<file path="config.mk">
export PLATFORM = sky130hd
export DESIGN_NAME = vita_sync_aligner
export DESIGN_NICKNAME = d
export VERILOG_FILES = /design/src/rtl/vita_sync_aligner.sv
export SDC_FILE = /design/constraint.sdc
export NUM_CORES = 1
export LEC_CHECK = 0
export BUFFER_PORTS_ARGS = -buffer_cell sky130_fd_sc_hd__buf_4
export CORE_UTILIZATION = 25
export DETAILED_ROUTE_END_ITERATION = 16
export GPL_ROUTABILITY_DRIVEN = 0
export REMOVE_ABC_BUFFERS = 1
export SYNTH_ARGS = -nofsm -noshare
export SYNTH_HDL_FRONTEND = slang
export SYNTH_SLANG_ARGS = --single-unit
</file>
<file path="constraint.sdc">
create_clock -name par_clock -period 9.87 [get_ports par_clock]
set_input_delay 1.4805 -clock par_clock [delete_from_list [all_inputs] [get_ports par_clock]]
set_output_delay 1.4805 -clock par_clock [all_outputs]
set_load 0.1 [all_outputs]
</file>
<file path="src/rtl/vita_sync_aligner.sv">
// vita_sync_aligner: word alignment and sync-code decode for the VITA2000
// LVDS receive path. A lock/verify/unlock machine finds the bit offset on the
// sync lane. Every lane is then realigned at that offset, and the aligned sync
// word is decoded into one-hot control flags.
module vita_sync_aligner #(
  parameter int                NUM_CH       = 4,
  parameter int                WORD_W       = 8,
  parameter int                LOCK_COUNT   = 4,
  parameter int                UNLOCK_COUNT = 3,
  parameter logic [WORD_W-1:0] TRAIN_WORD   = WORD_W'(8'b11101001),
  parameter int                OFF_W        = $clog2(WORD_W)
) (
  input  logic                     par_clock,
  input  logic                     reset,
  input  logic [WORD_W-1:0]        sync_raw,
  input  logic [NUM_CH*WORD_W-1:0] data_raw,
  input  logic                     raw_valid,
  input  logic                     realign,
  output logic                     locked,
  output logic [OFF_W-1:0]         bit_offset,
  output logic [WORD_W-1:0]        sync,
  output logic [NUM_CH*WORD_W-1:0] cam_d,
  output logic                     out_valid,
  output logic                     FS,
  output logic                     FE,
  output logic                     LS,
  output logic                     LE,
  output logic                     ID,
  output logic                     BL,
  output logic                     TP,
  output logic                     IMG,
  output logic                     CRC,
  output logic                     INV,
  output logic [15:0]              err_count
);

  localparam int CNT_W  = $clog2(LOCK_COUNT + 1);
  localparam int MISS_W = $clog2(UNLOCK_COUNT + 1);

  typedef enum logic [1:0] {SEARCH = 2'd0, VERIFY = 2'd1, LOCKED = 2'd2} state_t;

  state_t                     state, state_nxt;
  logic [CNT_W-1:0]           cnt, cnt_nxt;
  logic [MISS_W-1:0]          miss, miss_nxt;
  logic [OFF_W-1:0]           off_nxt;
  logic [WORD_W-1:0]          prev_sync_p0;
  logic [NUM_CH*WORD_W-1:0]   prev_data_p0;
  logic                       hist_ok;
  logic [WORD_W-1:0]          sync_al;
  logic [NUM_CH*WORD_W-1:0]   data_al;
  logic [8:0]                 al_flags;
  logic                       code_ok;
  logic                       hit;
  logic [OFF_W-1:0]           hit_k;
  logic                       vld_p0;
  logic [8:0]                 flags_nxt;
  logic                       inv_nxt;

  // Extract the word starting k bits into the {current, previous} window.
  function automatic logic [WORD_W-1:0] pick(input logic [WORD_W-1:0] cur,
                                             input logic [WORD_W-1:0] prv,
                                             input logic [OFF_W-1:0]  k);
    logic [2*WORD_W-1:0] win;
    win = {cur, prv};
    return WORD_W'(win >> k);
  endfunction

  // Map a word to {FS, FE, LS, LE, ID, BL, TP, IMG, CRC}; all zero if no code.
  function automatic logic [8:0] code_flags(input logic [WORD_W-1:0] w);
    logic [8:0] f;
    f[8] = (w == WORD_W'(8'hAA));
    f[7] = (w == WORD_W'(8'hCA));
    f[6] = (w == WORD_W'(8'h2A));
    f[5] = (w == WORD_W'(8'h4A));
    f[4] = (w == WORD_W'(8'h00));
    f[3] = (w == WORD_W'(8'h05));
    f[2] = (w == WORD_W'(8'hE9));
    f[1] = (w == WORD_W'(8'h0D));
    f[0] = (w == WORD_W'(8'h16));
    return f;
  endfunction

  // Error counter increment that sticks at full scale instead of wrapping.
  function automatic logic [15:0] sat_inc(input logic [15:0] v);
    return (v == 16'hFFFF) ? v : v + 16'd1;
  endfunction

  // Word history: prev follows every accepted word, even during realign.
  always_ff @(posedge par_clock or posedge reset) begin
    if (reset) begin
      prev_sync_p0 <= '0;
      prev_data_p0 <= '0;
      hist_ok      <= 1'b0;
    end else if (raw_valid) begin
      prev_sync_p0 <= sync_raw;
      prev_data_p0 <= data_raw;
      hist_ok      <= 1'b1;
    end
  end

  // Realign all lanes at the latched offset and decode the sync lane.
  always_comb begin
    data_al = '0;
    sync_al = pick(sync_raw, prev_sync_p0, bit_offset);
    for (int i = 0; i < NUM_CH; i++) begin
      data_al[i*WORD_W +: WORD_W] = pick(data_raw[i*WORD_W +: WORD_W],
                                         prev_data_p0[i*WORD_W +: WORD_W], bit_offset);
    end
    al_flags = code_flags(sync_al);
    code_ok  = |al_flags;
  end

  // Training search: lowest offset whose sync candidate is the training word.
  always_comb begin
    hit   = 1'b0;
    hit_k = '0;
    for (int k = WORD_W - 1; k >= 0; k--) begin
      if (pick(sync_raw, prev_sync_p0, OFF_W'(k)) == TRAIN_WORD) begin
        hit   = 1'b1;
        hit_k = OFF_W'(k);
      end
    end
  end

  // State, counters, offset and lock flag.
  always_ff @(posedge par_clock or posedge reset) begin
    if (reset) begin
      state      <= SEARCH;
      cnt        <= '0;
      miss       <= '0;
      bit_offset <= '0;
      locked     <= 1'b0;
    end else begin
      state      <= state_nxt;
      cnt        <= cnt_nxt;
      miss       <= miss_nxt;
      bit_offset <= off_nxt;
      locked     <= (state_nxt == LOCKED);
    end
  end

  // Next-state logic; realign overrides any word presented with it.
  always_comb begin
    state_nxt = state;
    cnt_nxt   = cnt;
    miss_nxt  = miss;
    off_nxt   = bit_offset;
    if (realign) begin
      state_nxt = SEARCH;
      cnt_nxt   = '0;
      miss_nxt  = '0;
    end else if (raw_valid) begin
      case (state)
        SEARCH: begin
          if (hist_ok && hit) begin
            off_nxt   = hit_k;
            cnt_nxt   = CNT_W'(1);
            state_nxt = (LOCK_COUNT == 1) ? LOCKED : VERIFY;
          end
        end
        VERIFY: begin
          if (code_ok) begin
            cnt_nxt = cnt + CNT_W'(1);
            if (cnt + CNT_W'(1) == CNT_W'(LOCK_COUNT)) state_nxt = LOCKED;
          end else begin
            cnt_nxt   = '0;
            state_nxt = SEARCH;
          end
        end
        LOCKED: begin
          if (code_ok) begin
            miss_nxt = '0;
          end else if (miss + MISS_W'(1) == MISS_W'(UNLOCK_COUNT)) begin
            miss_nxt  = '0;
            state_nxt = SEARCH;
          end else begin
            miss_nxt = miss + MISS_W'(1);
          end
        end
        default: begin
          state_nxt = SEARCH;
          cnt_nxt   = '0;
          miss_nxt  = '0;
        end
      endcase
    end
  end

  // Output decode: only words evaluated in LOCKED reach the output stage.
  always_comb begin
    vld_p0    = raw_valid && !realign && (state == LOCKED);
    flags_nxt = vld_p0 ? al_flags : 9'd0;
    inv_nxt   = vld_p0 && !code_ok;
  end

  // Registered output stage: one cycle after the accepting edge.
  always_ff @(posedge par_clock or posedge reset) begin
    if (reset) begin
      out_valid <= 1'b0;
      {FS, FE, LS, LE, ID, BL, TP, IMG, CRC} <= 9'd0;
      INV       <= 1'b0;
      sync      <= '0;
      cam_d     <= '0;
      err_count <= '0;
    end else begin
      out_valid <= vld_p0;
      {FS, FE, LS, LE, ID, BL, TP, IMG, CRC} <= flags_nxt;
      INV       <= inv_nxt;
      if (vld_p0) begin
        sync  <= sync_al;
        cam_d <= data_al;
      end
      if (inv_nxt) err_count <= sat_inc(err_count);
    end
  end

endmodule

</file>
==> run_results.csv <==
group,metric,value,unit
outcome,outcome,"finished with violations",
outcome,violations,"DRC",
sta,slew_headroom,43.9,%
drt,vias_per_cell,4.77,
sta,fin_setup_tns,0,ps
floorplanning,core_region_area,26100,um^2
synthesis,syn_inst,607,
layout,design_area,8500,um^2
sta,holdWs,463,ps
floorplanning,start_util,25.6,%
synthesis,synthesis.area,6690,um^2
sta,worst_pin_slew,842,ps
sta,fmax,277,MHz
setup_path,crit_type,"flop to primary output",
drt,routed_wl,16.7,mm
layout,layout-drive-gt1-share,34.8,%
synthesis,synth_edf_count,0,
layout,diodes,0,
synthesis,syn_avg_cell_area,11.0,um^2
sta,slew_violations,0,
drt,vias,5009,
synthesis,yosysWarningCount,0,
cts,cts_sinks,119,
drt,postRouteAntennaNets,0,
global_route,overflow,0,
sta,period_share,36.5,%
drt,top_layer,"met4",
drt,drt_iter0_markers,289,
sta,fin_skew,9.92,ps
floorplanning,io_pins,115,
cts,cts_tree,"done",
place,post_dp_cell_area,7840,um^2
setup_path,crit_required,8390,ps
floorplanning,die_h,166,um
global_route,antenna_found_initial,0,
power_and_ir_drop,power_density,160,nW/um^2
cts,clk_latency,420,ps
setup_path,worstPathArrival,2120,ps
sta,period_needed,3610,ps
global_route,grtUsageTotal,12.7,%
cts,cts_hold_buf,0,
cts,clockBufferDepth,2,
synthesis,ys_seq_area_share,44.5,%
cts,clk_pin_slew,50,ps
floorplanning,die_w,166,um
floorplanning,num_rows,59,
place,dp_hpwl,11.9,mm
setup_path,cp_max_fo,50,
drt,wl_met1,7.61,mm
cts,numCtsBuffers,17,
drt,post_drt_wl_per_cell,15.9,um
drt,dr.pass1.iters,10,
power_and_ir_drop,peakVddDrop,0.105,mV
job,drv_cap,0,
place,portBuffers,114,
cts,post_cts_buffers,0,
layout,final_cell_mix,"119 x buf_4, 116 x dfrtp_1, 76 x nand2_1",
setup_path,end_kind,"primary output",
layout,layout_commonest_cell,"buf_4",
cts,root_buffer,"clkbuf_16",
global_route,grt_pass1_vias,4922,
layout,nets,749,
power_and_ir_drop,leakage,0.00354,uW
synthesis,synth_top_flop_cell,"dfrtp_1",
synthesis,yosysUniqueCellTypes,50,
sta,finalSetupViolCount,0,
synthesis,async_reset_ff_share,100,%
setup_path,start_kind,"flop",
sta,rsz0062_at_grt,"no",
layout,area_delta_synth_final,27.1,%
drt,drc,8,
synthesis,ys_seq_elements,119,
sta,hold_viol,0,
global_route,grt_max_degree,80,
cts,h-tree-depth,4,
floorplanning,dieArea,27400,um^2
min_path,hp-class,"flop to flop",
drt,dr_wl_met3,640,um
global_route,grt_pass1_wl,26.5,mm
drt,dr_wl_met2,8.23,mm
cts,ctsResizeCount,0,
-- flip-flops by register name, summed over array words and instances (netlist names), 2 cells and up --
| name | cells |
|---|---|
| cam_d | 32 |
| bit_offset | 3 |
| sync | 8 |
| err_count | 16 |
| miss | 2 |
| state | 2 |
| prev_sync_p0 | 8 |
| cnt | 3 |
| prev_data_p0 | 32 |
-- critical path, cell delays in order (launching register included) --
cell and delay, ps:
dfrtp_2 630, buf_4 610, buf_4 410
-- cells in the mapped netlist, types with 7 or more instances --
cell type	n	area share, %
clkbuf_1	25	1.4
mux2i_1	61	9.1
mux4_2	29	9.8
inv_1	7	0.39
nand4_1	9	0.84
buf_1	12	0.67
mux2_2	53	8.9
xor2_1	7	0.92
xnor2_1	8	1.0
o21ai_0	50	3.7
nor2_1	28	1.6
nand3_1	12	0.90
nor4_1	12	1.1
nand2_1	77	4.3
dfrtp_1	119	45
a21oi_1	19	1.4
-- routing by layer --
metal,track usage (%),vias to the layer above
met5,0,-
met4,4.59,0
met3,2.77,12
met2,20.8,85
met1,16.3,2496
li1,-,2416
-- report_power, final --
part / switching (uW) / internal (uW) / total [uW]
combinational: 68.3 / 65.4 / 134
clock: 235 / 468 / 702
sequential: 17.4 / 505 / 522
total: 320 / 1040 / 1360
-- final cells by class --
class	count	area, um^2
fillers	2687	17600
clock buffers	20	467
flip-flops and latches	119	2980
repair buffers	119	893
clock inverters	12	198
well taps	335	419
inverters	7	28.8
multi-input cells	438	3510
-- per-stage QoR --
step                      setup slack (ps)  utilization, %  cells  power, uW
final                                 6260            32.5   1050       1360
after global routing                  6130            32.5   1050       1420
after CTS                             6240            32.5   1050       1380
after detailed placement              5930            30.0   1018        666
after global placement                5970            30.0   1018        664
after floorplan                       5010               -    564        617
-- worst paths after layout --
| path | start | end | slack [ps] | depth (start not counted) |
|---|---|---|---|---|
| worst max-delay path | bit_offset[0] | bit_offset[0] | 6260 | 2 |
| worst min-delay path | hist_ok | hist_ok | 460 | 1 |
| worst max register to register | bit_offset[0] | err_count[1] | 6820 | 8 |
| worst min register to register | hist_ok | hist_ok | 460 | 1 |
| max in group asynchronous | reset | cam_d[3] | 7390 | 3 |
| min in group asynchronous | reset | sync[4] | 1170 | 2 |
-- logic make-up after synthesis --
logic type | count (synthesis) | synth area share [%]
AOI/OAI and AO/OA | 96 | 8.60
xor gates and xnor gates | 15 | 1.96
adders and majority gates | 3 | 0.561
buffers and inverters | 50 | 3.05
DFF | 119 | 44.5
muxes | 146 | 28.4
and+or+nand+nor | 178 | 12.9
No activity file was read; power rests on OpenSTA's default activity.
